[src/rtl/flow_light_ctrl.sv]
// Flowing-water-light sequencer: prescaler tick plus run/direction FSM.
// Drives the enable, up/down and clear inputs of an external up/down position
// counter, keeps a shadow copy of the position and decodes it onto the LEDs.
//
// state | meaning
// IDLE  | stopped; prescaler held at 0, waiting for start
// UP    | stepping upward, one step per prescaler tick
// DOWN  | stepping downward, one step per prescaler tick
module flow_light_ctrl #(
  parameter int POS_BITS = 3,
  parameter int PERIOD   = 12500000,
  parameter int DIV_BITS = 27
) (
  input  logic                     clk,
  input  logic                     r,
  input  logic                     start,
  input  logic                     stop,
  input  logic                     mode,
  input  logic                     dir_init,
  input  logic [1:0]               speed,
  output logic                     cnt_en,
  output logic                     cnt_ud,
  output logic                     cnt_r,
  output logic [POS_BITS-1:0]      pos,
  output logic [2**POS_BITS-1:0]   led,
  output logic                     running
);

  localparam int LEDS = 2**POS_BITS;
  localparam logic [POS_BITS-1:0] POS_MAX  = '1;
  localparam logic [POS_BITS-1:0] POS_ONE  = POS_BITS'(1);
  localparam logic [LEDS-1:0]     LED_ONE  = LEDS'(1);
  localparam logic [DIV_BITS-1:0] DIV_BASE = DIV_BITS'(PERIOD);
  localparam logic [DIV_BITS-1:0] DIV_ONE  = DIV_BITS'(1);

  typedef enum logic [1:0] {IDLE, UP, DOWN} state_t;

  state_t              state;
  state_t              step_state;
  logic [POS_BITS-1:0] step_pos;
  logic [DIV_BITS-1:0] presc;
  logic [DIV_BITS-1:0] term;
  logic [1:0]          speed_q;
  logic                tick;

  // Terminal count for the selected speed; a speed change suppresses the tick.
  always_comb begin
    term = (DIV_BASE << speed) - DIV_ONE;
    tick = (state != IDLE) && (speed == speed_q) && (presc == term);
  end

  // Next position/direction for a step, including bounce reversal at the ends.
  always_comb begin
    step_pos   = pos;
    step_state = state;
    if (state == UP) begin
      if (mode && (pos == POS_MAX)) begin
        step_state = DOWN;
        step_pos   = POS_MAX - POS_ONE;
      end else begin
        step_pos = pos + POS_ONE;
      end
    end else if (state == DOWN) begin
      if (mode && (pos == '0)) begin
        step_state = UP;
        step_pos   = POS_ONE;
      end else begin
        step_pos = pos - POS_ONE;
      end
    end
  end

  // Run/direction FSM with prescaler and all registered outputs.
  always_ff @(posedge clk or posedge r) begin
    if (r) begin
      state   <= IDLE;
      presc   <= '0;
      speed_q <= 2'd0;
      pos     <= '0;
      led     <= LED_ONE;
      cnt_en  <= 1'b0;
      cnt_ud  <= 1'b1;
      cnt_r   <= 1'b1;
      running <= 1'b0;
    end else begin
      speed_q <= speed;
      cnt_en  <= 1'b0;
      cnt_r   <= 1'b0;
      case (state)
        IDLE: begin
          presc <= '0;
          if (start && !stop) begin
            state   <= dir_init ? UP : DOWN;
            cnt_ud  <= dir_init;
            pos     <= '0;
            led     <= LED_ONE;
            cnt_r   <= 1'b1;
            running <= 1'b1;
          end
        end
        default: begin
          if (stop) begin
            // Position is held and the counter is not cleared, so both stay in step.
            state   <= IDLE;
            presc   <= '0;
            running <= 1'b0;
          end else if (speed != speed_q) begin
            presc <= '0;
          end else if (tick) begin
            presc  <= '0;
            cnt_en <= 1'b1;
            cnt_ud <= (step_state == UP);
            pos    <= step_pos;
            led    <= LED_ONE << step_pos;
            state  <= step_state;
          end else begin
            presc <= presc + DIV_ONE;
          end
        end
      endcase
    end
  end

endmodule
[config.mk]
export PLATFORM = sky130hd
export DESIGN_NAME = flow_light_ctrl
export DESIGN_NICKNAME = d
export VERILOG_FILES = /design/src/rtl/flow_light_ctrl.sv
export SDC_FILE = /design/constraint.sdc
export NUM_CORES = 1
export LEC_CHECK = 0
export ABC_AREA = 1
export CORE_MARGIN = 2
export CORE_UTILIZATION = 47
export DETAILED_ROUTE_END_ITERATION = 7
export PLACE_DENSITY = 0.68
export SLEW_MARGIN = 20
export SYNTH_ARGS = -nofsm -noshare
export SYNTH_HDL_FRONTEND = slang
export SYNTH_SLANG_ARGS = --single-unit
[constraint.sdc]
create_clock -name clk -period 4.3 [get_ports clk]
set_input_delay 1.29 -clock clk [delete_from_list [all_inputs] [get_ports clk]]
set_output_delay 1.29 -clock clk [all_outputs]
set_load 0.01 [all_outputs]
==> results of run 1 <==
synthesized netlist by cell type:
library cell / n / area, µm²
a21oi_1: 4 / 20.0
a31oi_1: 1 / 6.26
buf_2: 2 / 10.0
buf_6: 5 / 56.3
clkbuf_1: 2 / 7.51
clkbuf_2: 1 / 5.00
dfrtp_1: 43 / 1080
dfstp_2: 3 / 78.8
ha_1: 6 / 75.1
inv_1: 54 / 203
inv_4: 2 / 12.5
nand2_1: 134 / 503
nand2_2: 4 / 25.0
nand2_4: 3 / 33.8
nand2b_4: 1 / 13.8
nand3_1: 37 / 185
nand3_2: 2 / 20.0
nand4_1: 16 / 100
nor2_1: 68 / 255
nor2_2: 4 / 25.0
nor2_4: 3 / 33.8
nor3_1: 12 / 60.1
nor3_2: 2 / 20.0
nor3_4: 1 / 16.3
o211ai_1: 1 / 7.51
o21ai_0: 24 / 120
o21ai_1: 3 / 15.0
o21ai_2: 1 / 8.76
xnor2_1: 4 / 35.0
xnor2_4: 1 / 27.5
xor2_1: 14 / 123
worst max path at each step:
| stage | start | to | slack, ns | depth (start not counted) |
|---|---|---|---|---|
| finish | speed[0] | presc[25]$_DFF_PP0_ | 0.80 | 12 |
| floorplan | speed[1] | presc[15]$_DFF_PP0_ | 1.39 | 13 |
| CTS | speed[0] | presc[25]$_DFF_PP0_ | 0.84 | 12 |
| global route | speed[0] | presc[25]$_DFF_PP0_ | 0.61 | 12 |
| detailed placement | speed[0] | presc[25]$_DFF_PP0_ | 0.50 | 12 |
| global placement | speed[0] | presc[25]$_DFF_PP0_ | 0.61 | 12 |
final cells by class:
class                   instances  area (µm²)
fillers                       648        2950
well taps                      77        96.3
clock buffers                   6        72.6
flip-flops and latches         46        1150
repair buffers                 24         235
inverters                      56         216
multi-input cells             346        1730
clock inverters                 1        7.51
through the flow:
| step | total power, mW | instance area [µm²] | hold WS [ns] | utilization | setup slack, ns |
|---|---|---|---|---|---|
| floorplan | 0.854 | 3180 | 0.467 | - | 1.39 |
| global placement | 0.973 | 3430 | 0.453 | 0.531 | 0.611 |
| detailed placement | 0.981 | 3430 | 0.457 | 0.531 | 0.500 |
| CTS | 1.25 | 3510 | 0.471 | 0.544 | 0.836 |
| global route | 1.33 | 3510 | 0.488 | 0.544 | 0.610 |
| finish | 1.23 | 3510 | 0.469 | 0.544 | 0.802 |
sequential cells by signal, summed over array words and instances, names as in the netlist:
register	cells
cnt_en	1
cnt_r	1
cnt_ud	1
led	8
pos	3
presc	27
running	1
speed_q	2
state	2
logic make-up after synthesis:
group	Yosys count
and+or+nand+nor	287
DFF	46
AOI/OAI and AO/OA	34
xor gates and xnor gates	19
buffers and inverters	66
adders and majority gates	6
power groups by stage:
stage / clock network [mW] / registers (mW) / logic, mW
4_1_cts: 0.272 / 0.500 / 0.474
3_3_place_gp: 0 / 0.507 / 0.466
2_1_floorplan: 0 / 0.518 / 0.336
5_1_grt: 0.286 / 0.504 / 0.541
6_report: 0.259 / 0.500 / 0.476
3_5_place_dp: 0 / 0.508 / 0.473
routing by layer:
layer	up-vias	share of wire	global-route usage	wire length, µm
met1	1362	0.46	0.307	3500
met2	78	0.47	0.338	3560
met3	9	0.047	0.0314	350
met5	-	0	0	0
li1	1487	-	-	-
met4	0	0.014	0.0895	107
critical path, cell delays in order:
cell and delay [ns]:
clkdlybuf4s50_1 0.65, inv_4 0.19, nand2_2 0.10, ha_1 0.31
xor2_1 0.20, nand3_1 0.12, nor2_2 0.13, nand2_2 0.08
nor2_4 0.22, nor2_4 0.12, nand2_4 0.19, nor2_1 0.07
==> flow_summary.toml, run 1 <==
[floorplan]
die-area_mm2 = 0.00744
die_width_um = 86.2
start_util = 0.492
io_pins = 23
coreArea_mm2 = 0.00646
fp-row-count = 29
chipHeight_um = 86.2

[placement]
dp.cells = 549
place_hpwl_mm = 5.73
place.gp.congestion = 0.919
numPortBuffers = 22

[yosys]
ys_seq_area_frac = 0.363
synth-simple-area-share = 0.406
ys_ff_latch = 46
synthMuxAreaShare = 0
syn_nets = 472
synth_adder_area_share = 0.0236
syn-cell-area_mm2 = 0.00318
synth-xor-area-share = 0.0583
synth-compound-area-share = 0.0559
post_synth_num_cell_types = 31
synth_top_family_by_area = "simple AND/OR/NAND/NOR gates"
ys_warn_count = 0
postSynthCellCount = 458
avgSynthCellArea_um2 = 6.94

[layout]
layout-drive-gt1-share = 0.0752
syn_to_final_growth_pct = 10.5
layout_common_cells = "nand2_1 (134), nor2_1 (68), inv_1 (53), dfrtp_1 (43), nand3_1 (37)"
layout_commonest_cell = "nand2_1"
diodes = 0
fin_cells = 556
layout.nets = 493

[clocking]
cts_sinks = 46
cts_max_path_buffers = 2
cts_resized = 0
postCtsHoldBufs = 0
cts_tree = "done"
path_clk_slew_ns = 0.09
insertion_delay_ns = 0.30
htreeDepth = 2
cts_root_buffer = "clkbuf_8"
cts_inserted_buffers = 5
postCtsSetupBuffers = 0

[setup_path]
critPathMaxFanout = 16
cp.arrival_ns = 3.69
crit_type = "in -> reg"
required_ns = 4.49
cp-start-kind = "input pin"
r2r_end = "led[2]$_DFFE_PP0P_"
end_kind = "flop"
rr_worst_depth = 11
r2r_start = "state[0]$_DFFE_PP0P_"
r2r_slack_ns = 1.94

[sta]
setup_viol = 0
clock_skew_ns = 0.00717
rsz0062_at_grt = "no"
period_needed_ns = 3.50
finalCritPeriodShare = 0.814
setup_tns_ns = 0
slew_violations = 0
fmax_mhz = 286
finalHoldViolations = 0
relSlewSlack = 0.464
worstMarginPinSlew_ns = 0.804

[min_path]
hp-class = "reg -> reg"
worstHoldStart = "cnt_ud$_DFFE_PP1P_"
min_to = "cnt_ud$_DFFE_PP1P_"
holdPathStages = 2

[outcome]
status = "finished, final reports clean"

[detailed_routing]
ant_nets = 0
remaining_drc_errors = 0
num_vias = 2936
drt_pass1_iterations = 5
routedWlPerCell_um = 13.5
first_iter_violations = 206
vias_per_cell = 5.28
drt-total-wl_mm = 7.52

[global_route]
grt_max_degree = 47
grt-ovfl-total = 0
antenna_found_initial = 0
grt_pass1_vias = 2788
grtUsageTotal = 0.218
grt_pass1_wl_mm = 13.0

[power_and_ir_drop]
p_seq_frac = 0.405
p_leak_nw = 1.62
power.density_mw_per_mm2 = 352
max-vdd-ir-drop_mv = 0.156
p_sw_uw = 486
combPwrFrac = 0.385
swShare = 0.394
internal_power_uw = 748
p_clk_frac = 0.210

[run]
maxCapViolCount = 0
No activity file was read; power rests on OpenSTA's default activity.
==> run 2: changes to the inputs <==
PLACE_DENSITY = 0.71   (was 0.68)
clock period = 3.1 ns   (was 4.3 ns; I/O delays follow)
==> flow_summary.toml, run 2 (synthesized netlist as in run 1, its figures left out) <==
[setup_path]
r2r_start = "state[0]$_DFFE_PP0P_"
end_kind = "flop"
r2r_slack_ns = 1.04
crit_buf_inv = 1
cp.arrival_ns = 2.93
crit_type = "in -> reg"
cp-start-kind = "input pin"
crit_path_top_delay_cell = "clkdlybuf4s50_1"
critPathMaxFanout = 16
rr_worst_depth = 10
cpPeakStageDelay_ns = 0.58
r2r_end = "presc[11]$_DFF_PP0_"
critPathTopFamily = "simple AND/OR/NAND/NOR gates"
cp_cell_sequence = "clkdlybuf4s50_1 > nand2_2 > ha_1 > xor2_1 > nand3_1 > nor2_2 > nand2_2 > nor2_4 > nor2_4 > nand2_4 > nor2_1"
required_ns = 3.32

[clocking]
cts_sinks = 46
cts_max_path_buffers = 2
cts_tree = "done"
htreeDepth = 2
cts_resized = 0
insertion_delay_ns = 0.30
cts_inserted_buffers = 5
postCtsSetupBuffers = 0
cts_root_buffer = "clkbuf_8"
path_clk_slew_ns = 0.09
postCtsHoldBufs = 0

[detailed_routing]
drt_pass1_iterations = 5
first_iter_violations = 209
ant_nets = 0
remaining_drc_errors = 0
num_vias = 2993
vias_per_cell = 5.28
drt-total-wl_mm = 7.47
routedWlPerCell_um = 13.2

[floorplan]
die_width_um = 86.2
start_util = 0.492
io_pins = 23
fp-row-count = 29
chipHeight_um = 86.2
coreArea_mm2 = 0.00646
die-area_mm2 = 0.00744

[layout]
layout.nets = 503
top_regs = "presc (27), led (8), pos (3)"
layout-drive-gt1-share = 0.0959
largest_reg_flops = 27
syn_to_final_growth_pct = 14.0
fin_area_mm2 = 0.00362
layout_commonest_cell = "nand2_1"
layout_common_cells = "nand2_1 (134), nor2_1 (68), inv_1 (53), dfrtp_1 (43), nand3_1 (37)"
fill_cells = 634
diodes = 0
regMostFlops = "presc"

[global_route]
antenna_found_initial = 0
grt_max_degree = 47
grt-ovfl-total = 0
grt_pass1_vias = 2692
grt_pass1_wl_mm = 12.5
grtUsageTotal = 0.211

[power_and_ir_drop]
p_sw_uw = 682
power.density_mw_per_mm2 = 510
swShare = 0.369
p_clk_frac = 0.257
internal_power_mw = 1.17
p_seq_frac = 0.374
combPwrFrac = 0.369
p_leak_nw = 1.69
max-vdd-ir-drop_mv = 0.253

[sta]
finalCritPeriodShare = 0.872
relSlewSlack = 0.609
setup_viol = 0
clock_skew_ns = 0.0112
fmax_mhz = 370
slew_violations = 0
setup_tns_ns = 0
period_needed_ns = 2.70
worstMarginPinSlew_ns = 0.587
rsz0062_at_grt = "no"
finalHoldViolations = 0

[placement]
place.gp.congestion = 0.914
placement.cell_area_mm2 = 0.00351
numPortBuffers = 22
place_hpwl_mm = 5.72

[outcome]
status = "finished, final reports clean"

[min_path]
min_to = "cnt_ud$_DFFE_PP1P_"
worstHoldStart = "cnt_ud$_DFFE_PP1P_"
holdPathStages = 2
hp-class = "reg -> reg"

[run]
maxCapViolCount = 0
run 2: cell types whose count changed in the layout (fill, tap and decap cells not counted), sizes merged:
cell      previous run  this run
inv                 55        56
clkinvlp             1         0
clkinv               1         0
bufinv               0         1
buf                  2        12
clkbuf               6         7
run 2: power groups by stage:
stage	Sequential, mW	Clock, mW	Combinational, mW
3_3_place_gp	0.702	0	0.669
5_1_grt	0.698	0.510	0.778
4_1_cts	0.692	0.487	0.682
3_5_place_dp	0.704	0	0.680
6_report	0.691	0.476	0.682
2_1_floorplan	0.719	0	0.466
run 2: final cells by class:
cell class | instances | area, µm² | area share
clock buffers | 7 | 86.3 | 0.0238
well taps | 77 | 96.3 | 0.0266
repair buffers | 34 | 310 | 0.0857
multi-input cells | 346 | 1730 | 0.477
flip-flops and latches | 46 | 1150 | 0.319
clock inverters | 1 | 30.0 | 0.00829
inverters | 56 | 215 | 0.0594
run 2: worst max path at each step:
stage / startpoint / end / depth (start not counted)
2_1_floorplan: speed[1] / presc[15]$_DFF_PP0_ / 13
3_3_place_gp: speed[0] / presc[25]$_DFF_PP0_ / 11
3_5_place_dp: speed[0] / presc[11]$_DFF_PP0_ / 11
4_1_cts: speed[0] / presc[11]$_DFF_PP0_ / 11
5_1_grt: speed[1] / presc[2]$_DFF_PP0_ / 12
6_report: speed[0] / presc[11]$_DFF_PP0_ / 11
run 2: worst min-delay path, stage by stage, from the launching register on:
cell and delay, ns:
dfstp_2 0.38, nand2_1 0.05, nand2_1 0.04
run 2: layer usage:
layer	routed length, µm	GRT usage	up-vias
met5	0	0	-
met4	127	0.0639	0
met3	405	0.0352	12
met2	3490	0.347	94
met1	3440	0.288	1373
li1	-	-	1514
run 2: metrics by stage:
stage | hold slack [ns] | setup slack [ns] | power, mW | utilization | std cells
5_1_grt | 0.491 | 0.266 | 1.99 | 0.561 | 567
3_5_place_dp | 0.454 | 0.0902 | 1.38 | 0.543 | 559
6_report | 0.465 | 0.398 | 1.85 | 0.561 | 567
4_1_cts | 0.468 | 0.395 | 1.86 | 0.561 | 567
2_1_floorplan | 0.467 | 0.550 | 1.18 | - | 458
3_3_place_gp | 0.453 | 0.151 | 1.37 | 0.543 | 559
